--- config.mk ---
export PLATFORM = sky130hd
export DESIGN_NAME = multi_node_sched_flat
export DESIGN_NICKNAME = d
export VERILOG_FILES = /design/src/rtl/multi_node_sched_if.sv /design/src/rtl/multi_node_sched.sv /design/src/flat_wrapper.sv
export SDC_FILE = /design/constraint.sdc
export NUM_CORES = 1
export LEC_CHECK = 0
export ABC_AREA = 0
export CAP_MARGIN = 10
export CORE_AREA = 4 4 223 225
export CTS_CLUSTER_DIAMETER = 100
export DETAILED_ROUTE_END_ITERATION = 8
export DIE_AREA = 0 0 227 229
export PLACE_DENSITY = 0.57
export RECOVER_POWER = 100
export SLEW_MARGIN = 40
export SYNTH_ARGS = -nofsm -noshare
export SYNTH_HDL_FRONTEND = slang
export SYNTH_SLANG_ARGS = --single-unit
export TNS_END_PERCENT = 1
--- constraint.sdc ---
create_clock -name clk -period 2.1 [get_ports clk]
set_input_delay 0.42 -clock clk [delete_from_list [all_inputs] [get_ports clk]]
set_output_delay 0.42 -clock clk [all_outputs]
set_load 0.05 [all_outputs]
--- src/rtl/multi_node_sched_if.sv ---
// multi_node_sched_if: control, random and neighbour-routing bundle for multi_node_sched
// master = replica controller / channel side, slave = multi_node_sched.
// Carries seed/sweep requests, status (busy, done, rot), per-channel opt_run and random
// words, raw channel/neighbour data in and routed channel data out.
// sweep_cnt exists only when NODE_SWEEP_CNT_EN is defined.
interface multi_node_sched_if #(
    parameter int CH_NUM = 2,
    parameter int DIS_W  = 32,
    parameter int ORD_W  = 8
);
    localparam int RW = $clog2(CH_NUM);
    logic                    random_init;
    logic [63:0]             random_seed;
    logic                    start;
    logic [15:0]             sweep_len;
    logic                    busy;
    logic                    done;
    logic [RW-1:0]           rot;
    logic [CH_NUM-1:0]       ch_opt_run;
    logic [CH_NUM*32-1:0]    ch_rand;
    logic [CH_NUM*DIS_W-1:0] ch_dis_in;
    logic [CH_NUM-1:0]       ch_ord_valid_in;
    logic [CH_NUM*ORD_W-1:0] ch_ord_in;
    logic [CH_NUM*DIS_W-1:0] prev_dis_in;
    logic [CH_NUM*DIS_W-1:0] folw_dis_in;
    logic [CH_NUM*DIS_W-1:0] ch_prev_dis;
    logic [CH_NUM*DIS_W-1:0] ch_self_dis;
    logic [CH_NUM*DIS_W-1:0] ch_folw_dis;
    logic [CH_NUM-1:0]       ch_ord_valid;
    logic [CH_NUM*ORD_W-1:0] ch_ord;
`ifdef NODE_SWEEP_CNT_EN
    logic [31:0]             sweep_cnt;
`endif
    modport master (
`ifdef NODE_SWEEP_CNT_EN
        input  sweep_cnt,
`endif
        output random_init, random_seed, start, sweep_len,
        output ch_dis_in, ch_ord_valid_in, ch_ord_in, prev_dis_in, folw_dis_in,
        input  busy, done, rot, ch_opt_run, ch_rand,
        input  ch_prev_dis, ch_self_dis, ch_folw_dis, ch_ord_valid, ch_ord
    );
    modport slave (
`ifdef NODE_SWEEP_CNT_EN
        output sweep_cnt,
`endif
        input  random_init, random_seed, start, sweep_len,
        input  ch_dis_in, ch_ord_valid_in, ch_ord_in, prev_dis_in, folw_dis_in,
        output busy, done, rot, ch_opt_run, ch_rand,
        output ch_prev_dis, ch_self_dis, ch_folw_dis, ch_ord_valid, ch_ord
    );
endinterface

--- src/rtl/multi_node_sched.sv ---
// multi_node_sched: N-channel opt-sweep sequencer with per-channel xorshift64 and rotating routing
// Ports: clk, reset (sync, active-high), bus (multi_node_sched_if.slave).
// FSM IDLE -> SEED (one cycle per channel) -> IDLE, IDLE -> RUN (sweep_len cycles) -> EXCH -> IDLE.
// Channel k receives data from channel (k+1+rot) mod CH_NUM; rot advances once per sweep.
// Optional: NODE_SWEEP_CNT_EN adds a saturating completed-sweep counter (bus.sweep_cnt).
module multi_node_sched #(
    parameter int ID          = 0,
    parameter int REPLICA_NUM = 32,
    parameter int CH_NUM      = 2,
    parameter int DIS_W       = 32,
    parameter int ORD_W       = 8
) (
    input logic               clk,
    input logic               reset,
    multi_node_sched_if.slave bus
);
    localparam int RW = $clog2(CH_NUM);
    localparam logic [63:0] GOLD = 64'h9E3779B97F4A7C15;
    if (CH_NUM < 2 || ID >= REPLICA_NUM) begin : g_cfg_err
        $error("multi_node_sched: CH_NUM must be >= 2 and ID < REPLICA_NUM");
    end
    typedef enum logic [1:0] {IDLE, SEED, RUN, EXCH} state_t;
    state_t        state_q, state_d;
    logic [15:0]   cnt_q, cnt_d;
    logic [RW-1:0] rot_q, rot_d, idx_q, idx_d;
    logic          done_q, done_d, run_q, run_d;
    logic [63:0]   rng_q [CH_NUM];
    logic [63:0]   rng_d [CH_NUM];
`ifdef NODE_SWEEP_CNT_EN
    logic [31:0]   sweep_cnt_q, sweep_cnt_d;
    assign bus.sweep_cnt = sweep_cnt_q;
`endif
    function automatic logic [63:0] xs64(input logic [63:0] x);
        logic [63:0] y;
        y = x ^ (x << 13);
        y = y ^ (y >> 7);
        return y ^ (y << 17);
    endfunction
    always_comb begin
        logic [63:0] v;
        v       = '0;
        state_d = state_q;
        cnt_d   = cnt_q;
        rot_d   = rot_q;
        idx_d   = idx_q;
        done_d  = 1'b0;
        run_d   = 1'b0;
        rng_d   = rng_q;
`ifdef NODE_SWEEP_CNT_EN
        sweep_cnt_d = sweep_cnt_q;
`endif
        case (state_q)
            IDLE: begin
                if (bus.random_init) begin
                    state_d = SEED;
                    idx_d   = '0;
                end else if (bus.start) begin
                    cnt_d   = bus.sweep_len;
                    state_d = (bus.sweep_len == 16'd0) ? EXCH : RUN;
                    run_d   = bus.sweep_len != 16'd0;
                    done_d  = bus.sweep_len == 16'd0;
                end
            end
            SEED: begin
                // per-channel multiples of GOLD are constants, no runtime multiplier
                for (int k = 0; k < CH_NUM; k++) begin
                    if (int'(idx_q) == k) begin
                        v        = bus.random_seed ^ (64'(k) * GOLD);
                        rng_d[k] = (v == 64'd0) ? 64'd1 : v;
                    end
                end
                idx_d   = idx_q + 1'b1;
                state_d = (int'(idx_q) == CH_NUM - 1) ? IDLE : SEED;
            end
            RUN: begin
                for (int k = 0; k < CH_NUM; k++) rng_d[k] = xs64(rng_q[k]);
                cnt_d   = cnt_q - 16'd1;
                state_d = (cnt_q == 16'd1) ? EXCH : RUN;
                done_d  = cnt_q == 16'd1;
                run_d   = cnt_q != 16'd1;
            end
            default: begin
                rot_d   = (int'(rot_q) == CH_NUM - 1) ? '0 : rot_q + 1'b1;
                state_d = IDLE;
`ifdef NODE_SWEEP_CNT_EN
                sweep_cnt_d = (sweep_cnt_q == 32'hFFFF_FFFF) ? sweep_cnt_q : sweep_cnt_q + 32'd1;
`endif
            end
        endcase
    end
    always_ff @(posedge clk) begin
        if (reset) begin
            state_q <= IDLE;
            cnt_q   <= '0;
            rot_q   <= '0;
            idx_q   <= '0;
            done_q  <= 1'b0;
            run_q   <= 1'b0;
            for (int k = 0; k < CH_NUM; k++) rng_q[k] <= 64'(k + 1);
`ifdef NODE_SWEEP_CNT_EN
            sweep_cnt_q <= '0;
`endif
        end else begin
            state_q <= state_d;
            cnt_q   <= cnt_d;
            rot_q   <= rot_d;
            idx_q   <= idx_d;
            done_q  <= done_d;
            run_q   <= run_d;
            rng_q   <= rng_d;
`ifdef NODE_SWEEP_CNT_EN
            sweep_cnt_q <= sweep_cnt_d;
`endif
        end
    end
    assign bus.busy       = state_q != IDLE;
    assign bus.done       = done_q;
    assign bus.rot        = rot_q;
    assign bus.ch_opt_run = {CH_NUM{run_q}};
    // k+1+rot never exceeds 2*CH_NUM-1, so one conditional subtract implements the wrap
    always_comb begin
        int s;
        s                = 0;
        bus.ch_rand      = '0;
        bus.ch_self_dis  = '0;
        bus.ch_prev_dis  = '0;
        bus.ch_folw_dis  = '0;
        bus.ch_ord_valid = '0;
        bus.ch_ord       = '0;
        for (int k = 0; k < CH_NUM; k++) begin
            s = k + 1 + int'(rot_q);
            s = (s >= CH_NUM) ? s - CH_NUM : s;
            bus.ch_rand[k*32 +: 32]        = rng_q[k][31:0];
            bus.ch_self_dis[k*DIS_W +: DIS_W] = bus.ch_dis_in[s*DIS_W +: DIS_W];
            bus.ch_prev_dis[k*DIS_W +: DIS_W] = bus.prev_dis_in[s*DIS_W +: DIS_W];
            bus.ch_folw_dis[k*DIS_W +: DIS_W] = bus.folw_dis_in[s*DIS_W +: DIS_W];
            bus.ch_ord_valid[k]            = bus.ch_ord_valid_in[s];
            bus.ch_ord[k*ORD_W +: ORD_W]   = bus.ch_ord_in[s*ORD_W +: ORD_W];
        end
    end
endmodule

--- src/flat_wrapper.sv ---
// flat-port wrapper written by rule: the top's interface ports become plain ports
module multi_node_sched_flat 
#(
    parameter int ID          = 0,
    parameter int REPLICA_NUM = 32,
    parameter int CH_NUM      = 2,
    parameter int DIS_W       = 32,
    parameter int ORD_W       = 8
)
  (clk, reset, bus_random_init, bus_random_seed, bus_start, bus_sweep_len, bus_ch_dis_in, bus_ch_ord_valid_in, bus_ch_ord_in, bus_prev_dis_in, bus_folw_dis_in, bus_busy, bus_done, bus_rot, bus_ch_opt_run, bus_ch_rand, bus_ch_prev_dis, bus_ch_self_dis, bus_ch_folw_dis, bus_ch_ord_valid, bus_ch_ord);
  multi_node_sched_if #(.CH_NUM(CH_NUM), .DIS_W(DIS_W), .ORD_W(ORD_W)) bus_i ();
  input logic clk;
  input logic reset;
  input wire logic [$bits(bus_i.random_init)-1:0] bus_random_init;
  input wire logic [$bits(bus_i.random_seed)-1:0] bus_random_seed;
  input wire logic [$bits(bus_i.start)-1:0] bus_start;
  input wire logic [$bits(bus_i.sweep_len)-1:0] bus_sweep_len;
  input wire logic [$bits(bus_i.ch_dis_in)-1:0] bus_ch_dis_in;
  input wire logic [$bits(bus_i.ch_ord_valid_in)-1:0] bus_ch_ord_valid_in;
  input wire logic [$bits(bus_i.ch_ord_in)-1:0] bus_ch_ord_in;
  input wire logic [$bits(bus_i.prev_dis_in)-1:0] bus_prev_dis_in;
  input wire logic [$bits(bus_i.folw_dis_in)-1:0] bus_folw_dis_in;
  output wire logic [$bits(bus_i.busy)-1:0] bus_busy;
  output wire logic [$bits(bus_i.done)-1:0] bus_done;
  output wire logic [$bits(bus_i.rot)-1:0] bus_rot;
  output wire logic [$bits(bus_i.ch_opt_run)-1:0] bus_ch_opt_run;
  output wire logic [$bits(bus_i.ch_rand)-1:0] bus_ch_rand;
  output wire logic [$bits(bus_i.ch_prev_dis)-1:0] bus_ch_prev_dis;
  output wire logic [$bits(bus_i.ch_self_dis)-1:0] bus_ch_self_dis;
  output wire logic [$bits(bus_i.ch_folw_dis)-1:0] bus_ch_folw_dis;
  output wire logic [$bits(bus_i.ch_ord_valid)-1:0] bus_ch_ord_valid;
  output wire logic [$bits(bus_i.ch_ord)-1:0] bus_ch_ord;
  assign bus_i.random_init = bus_random_init;
  assign bus_i.random_seed = bus_random_seed;
  assign bus_i.start = bus_start;
  assign bus_i.sweep_len = bus_sweep_len;
  assign bus_i.ch_dis_in = bus_ch_dis_in;
  assign bus_i.ch_ord_valid_in = bus_ch_ord_valid_in;
  assign bus_i.ch_ord_in = bus_ch_ord_in;
  assign bus_i.prev_dis_in = bus_prev_dis_in;
  assign bus_i.folw_dis_in = bus_folw_dis_in;
  assign bus_busy = bus_i.busy;
  assign bus_done = bus_i.done;
  assign bus_rot = bus_i.rot;
  assign bus_ch_opt_run = bus_i.ch_opt_run;
  assign bus_ch_rand = bus_i.ch_rand;
  assign bus_ch_prev_dis = bus_i.ch_prev_dis;
  assign bus_ch_self_dis = bus_i.ch_self_dis;
  assign bus_ch_folw_dis = bus_i.ch_folw_dis;
  assign bus_ch_ord_valid = bus_i.ch_ord_valid;
  assign bus_ch_ord = bus_i.ch_ord;
  multi_node_sched #(.ID(ID), .REPLICA_NUM(REPLICA_NUM), .CH_NUM(CH_NUM), .DIS_W(DIS_W), .ORD_W(ORD_W)) u_core (.clk(clk), .reset(reset), .bus(bus_i));
endmodule
==> results.md <==
* Status: complete, but fails checks
* Failing checks: setup timing
* Combinational Power Share at 55.4%
* Cells along the critical path: buf_12 > buf_12 > mux2_2 > buf_12
* Leak at 7.90 nW
* Tmin final at 2200 ps
* Synth area leader: dfxtp_1
* First-pass GRT wire length at 116,000 um
* GP Congestion at 1.02
* HPWL after detailed placement at ~72,000 um
* Hold_sp: reset
* Fin. max-slew vios at 0
* Sw Pwr at between 0.006 and 0.007 W
* Switch share at 43.7%
* Placed insts at 2,698
* FF-to-FF Start: u_core.state_q[0]$_SDFFE_PP0P_
* Worst Path Max Fanout at 28
* Cells after synthesis at between 1,500 and 2,000
* # rows at 80
* RSZ-0062 raised after global routing: yes
* Synthesis Warnings at 0
* Share of layout cells above drive strength 1 at 30.1%
* PwrDens at 740 mW/mm^2
* Mapped Area at 0.0130 mm^2
* Root buf cell: clkbuf_16
* Slew margin rel. at 53.7%
* Layout area overhead at 61.5%
* Via count at 14,752
* CTS tree: yes
* Final hold slack at 338 ps
* Final non-filler cell total at around 2,800
* Clock Tree Buf Depth at 2
* Critical Path Source Type: flip-flop
* Core area at 0.0475 mm^2
* Synth async-reset ratio at 0%
* Setup crit end kind: output port
* Remaining Overflow, GRT at 0
* Routed WL per cell at ~31 um
* Worst hold path class: input port to flip-flop
* Met3 WL at 8500 um
* Top delay family on crit path: buffers and inverters
* Commonest cells in the netlist: xnor2_1 (235), mux2_2 (211), nand2_1 (181), dfxtp_1 (150), nor2_1 (121)
* Setup Viol. Count Final at 171
* Clk pwr share at 21.0%
* Max Clock Skew at 13.0 ps
* Worst Setup Path Type: flip-flop to output port
* Largest net degree at the start of global routing at 76
* Post-synth EDFFs at 0
* Syn_area_per_cell at 8.34 um^2
* Worst Path Arrival at 1780 ps
* Final setup margin at -103 ps
* Unique cell type count in the Yosys netlist at 56
* Final core utilization at 44.1%
* Syn Nets at between 1,500 and 2,000
* Crit path buf inv count at 3
* Max Cap Violations at 0
* Starting DRT DRC Count at 1,458
* Worst Hold End: u_core.bus.ch_rand[36]$_SDFFE_PP0P_
* GRT Resource Usage Total at between 30% and 40%
* Drt first pass iters at 6
* Fmax at 454 MHz
* M1 wire length at 36,000 um
* Drt drc at 0
* WL met2 at 39,900 um
* Internal power at approximately 0.009 W
* Number of global-route vias before repair at 14,039
* Die area at approximately 0.052 mm^2
* Max IR drop VDD at 0.618 mV
* Synth Flop Type: dfxtp_1
* R2R cell count at 6
* Count leader, synth: xnor2_1
* Seq pwr share at approximately a quarter
* Initial core utilization at 27.3%
* Clock Latency Late Sink at between 400 and 500 ps
* R2r setup slk at 10 ps
* Htree depth at 4
* Worst-Margin Slew at 697 ps
* Crit-path slowest cell: mux2_2
* NumNets Final at approximately 2,400
* Dpl ws at -9.32 ps
* Post-synthesis register bit count at 150
* Sequential-to-total area share from yosys stat at 23.1%
* Die width at 227 um
* Post-DRT Antenna Nets at 0
* Clock sink count at 150
* Final WL at ~86,000 um
* Post-synth top area share at 23.1%
* Crit share post-route at 105%
* Hold path depth at 2
* Uppermost routed layer: met5
* WP depth at 4
* Die height at about 230 um
* Cts bufs inserted at 17
* R2R Path End: u_core.cnt_q[9]$_SDFFE_PP0P_
* CTS clk-pin slew, worst paths at 70 ps
* Drt via density at 5.36
* Slowest stage delay, CP at around 420 ps
* Final hold viol count at 0
* Top post-synthesis cells by area: dfxtp_1 (23%), mux2_2 (18%), xnor2_1 (16%)
* Initial antenna violation count at 44
* IO Count at roughly 570
* IO buf count at 572
* Worst path most repeated cell: buf_12
* Worst EP required at 1680 ps
[per-stage QoR]
stage               TNS [ps]  total power [W]  area (um^2)
CTS                   -12830           0.0155        21000
global placement           0           0.0120        19500
finish                 -9130           0.0155        21000
floorplan                  0          0.00919        13000
detailed placement     -9.32           0.0120        19500
global route          -19380           0.0162        21000
[power groups by stage]
stage	Sequential (W)	Combinational, W	Clock, W
after detailed placement	0.00371	0.00831	0
after CTS	0.00365	0.00862	0.00327
final	0.00366	0.00860	0.00326
after global routing	0.00370	0.00909	0.00339
after global placement	0.00371	0.00828	0
after floorplan	0.00354	0.00565	0
[repair_timing]
item                                    CTS  global route
hold buffers                              0             0
cloned                                    7             1
resized for setup                       185            57
setup buffers                             5             3
endpoints found under the setup margin  207           210
pin swaps                                 0             1
[final cells by class]
class                           instances  area [um^2]
Sequential cell                       150         3010
Multi-Input combinational cell       1221         9210
Tap cell                              615          769
Inverter                               11         41.3
Antenna cell                            7         17.5
Fill cell                            4724        26600
Clock inverter                         11          138
Clock buffer                           20          458
Timing Repair Buffer                  716         7320
[worst register-to-register path, cell delays in order (launching register included)]
cell     delay [ps]
dfxtp_1         380
buf_4           210
nor2b_2         360
nand3_1         230
nor4_1          340
mux2_2          380
a21oi_1         130
[layer usage]
layer | vias to the layer above | track usage, %
li1 | 6571 | -
met1 | 7196 | 41.7
met2 | 816 | 52.0
met3 | 131 | 9.07
met4 | 38 | 4.31
met5 | - | 0
[cells by family (layout without fill, tap and decap cells)]
logic type	Yosys count	in the layout	share of synthesized area, %
xor+xnor	319	319	22.2
fa+ha+maj	2	2	0.193
flops	150	150	23.1
buf+inv	186	758	7.50
other cells	0	7	0
compound gates	260	260	13.8
mux	211	211	18.3
simple gates	429	429	14.9
[cell usage in the layout (no fill, tap or decap), types with 15 or more instances in the layout]
cell,count
clkdlybuf4s50_1,290
xnor2_1,236
nand2_1,181
mux2_2,158
dfxtp_1,148
buf_6,142
buf_4,129
nor2_1,121
xor2_1,76
a21oi_1,62
buf_12,54
mux2_4,53
a311oi_1,47
o21ai_0,46
clkbuf_1,42
clkbuf_2,36
nor4_1,25
o211ai_1,22
nor3_1,19
clkbuf_16,19
nand4_1,17
a211oi_1,15
and3_1,15
[state kept, by name, indices dropped and copies added, names as in the netlist]
signal and cells:
u_core.bus.done 1, u_core.bus.ch_rand 64, u_core.state_q 2, u_core.cnt_q 16, u_core.bus.rot 1, u_core.run_q 1, u_core.idx_q 1, u_core.rng_q 64
[worst max path at each step]
stage / startpoint / to / slack, ps
after floorplan: u_core.bus.rot$_SDFFE_PP0N_ / bus_ch_folw_dis[19] / 30
after CTS: u_core.bus.rot$_SDFFE_PP0N_ / bus_ch_folw_dis[34] / -120
after global placement: bus_random_seed[62] / u_core.bus.ch_rand[32]$_SDFFE_PP0P_ / 3
final: u_core.bus.rot$_SDFFE_PP0N_ / bus_ch_self_dis[20] / -100
after detailed placement: bus_random_seed[62] / u_core.bus.ch_rand[32]$_SDFFE_PP0P_ / -9
after global routing: u_core.bus.rot$_SDFFE_PP0N_ / bus_ch_folw_dis[2] / -140
(Power assumes the default switching activity.)
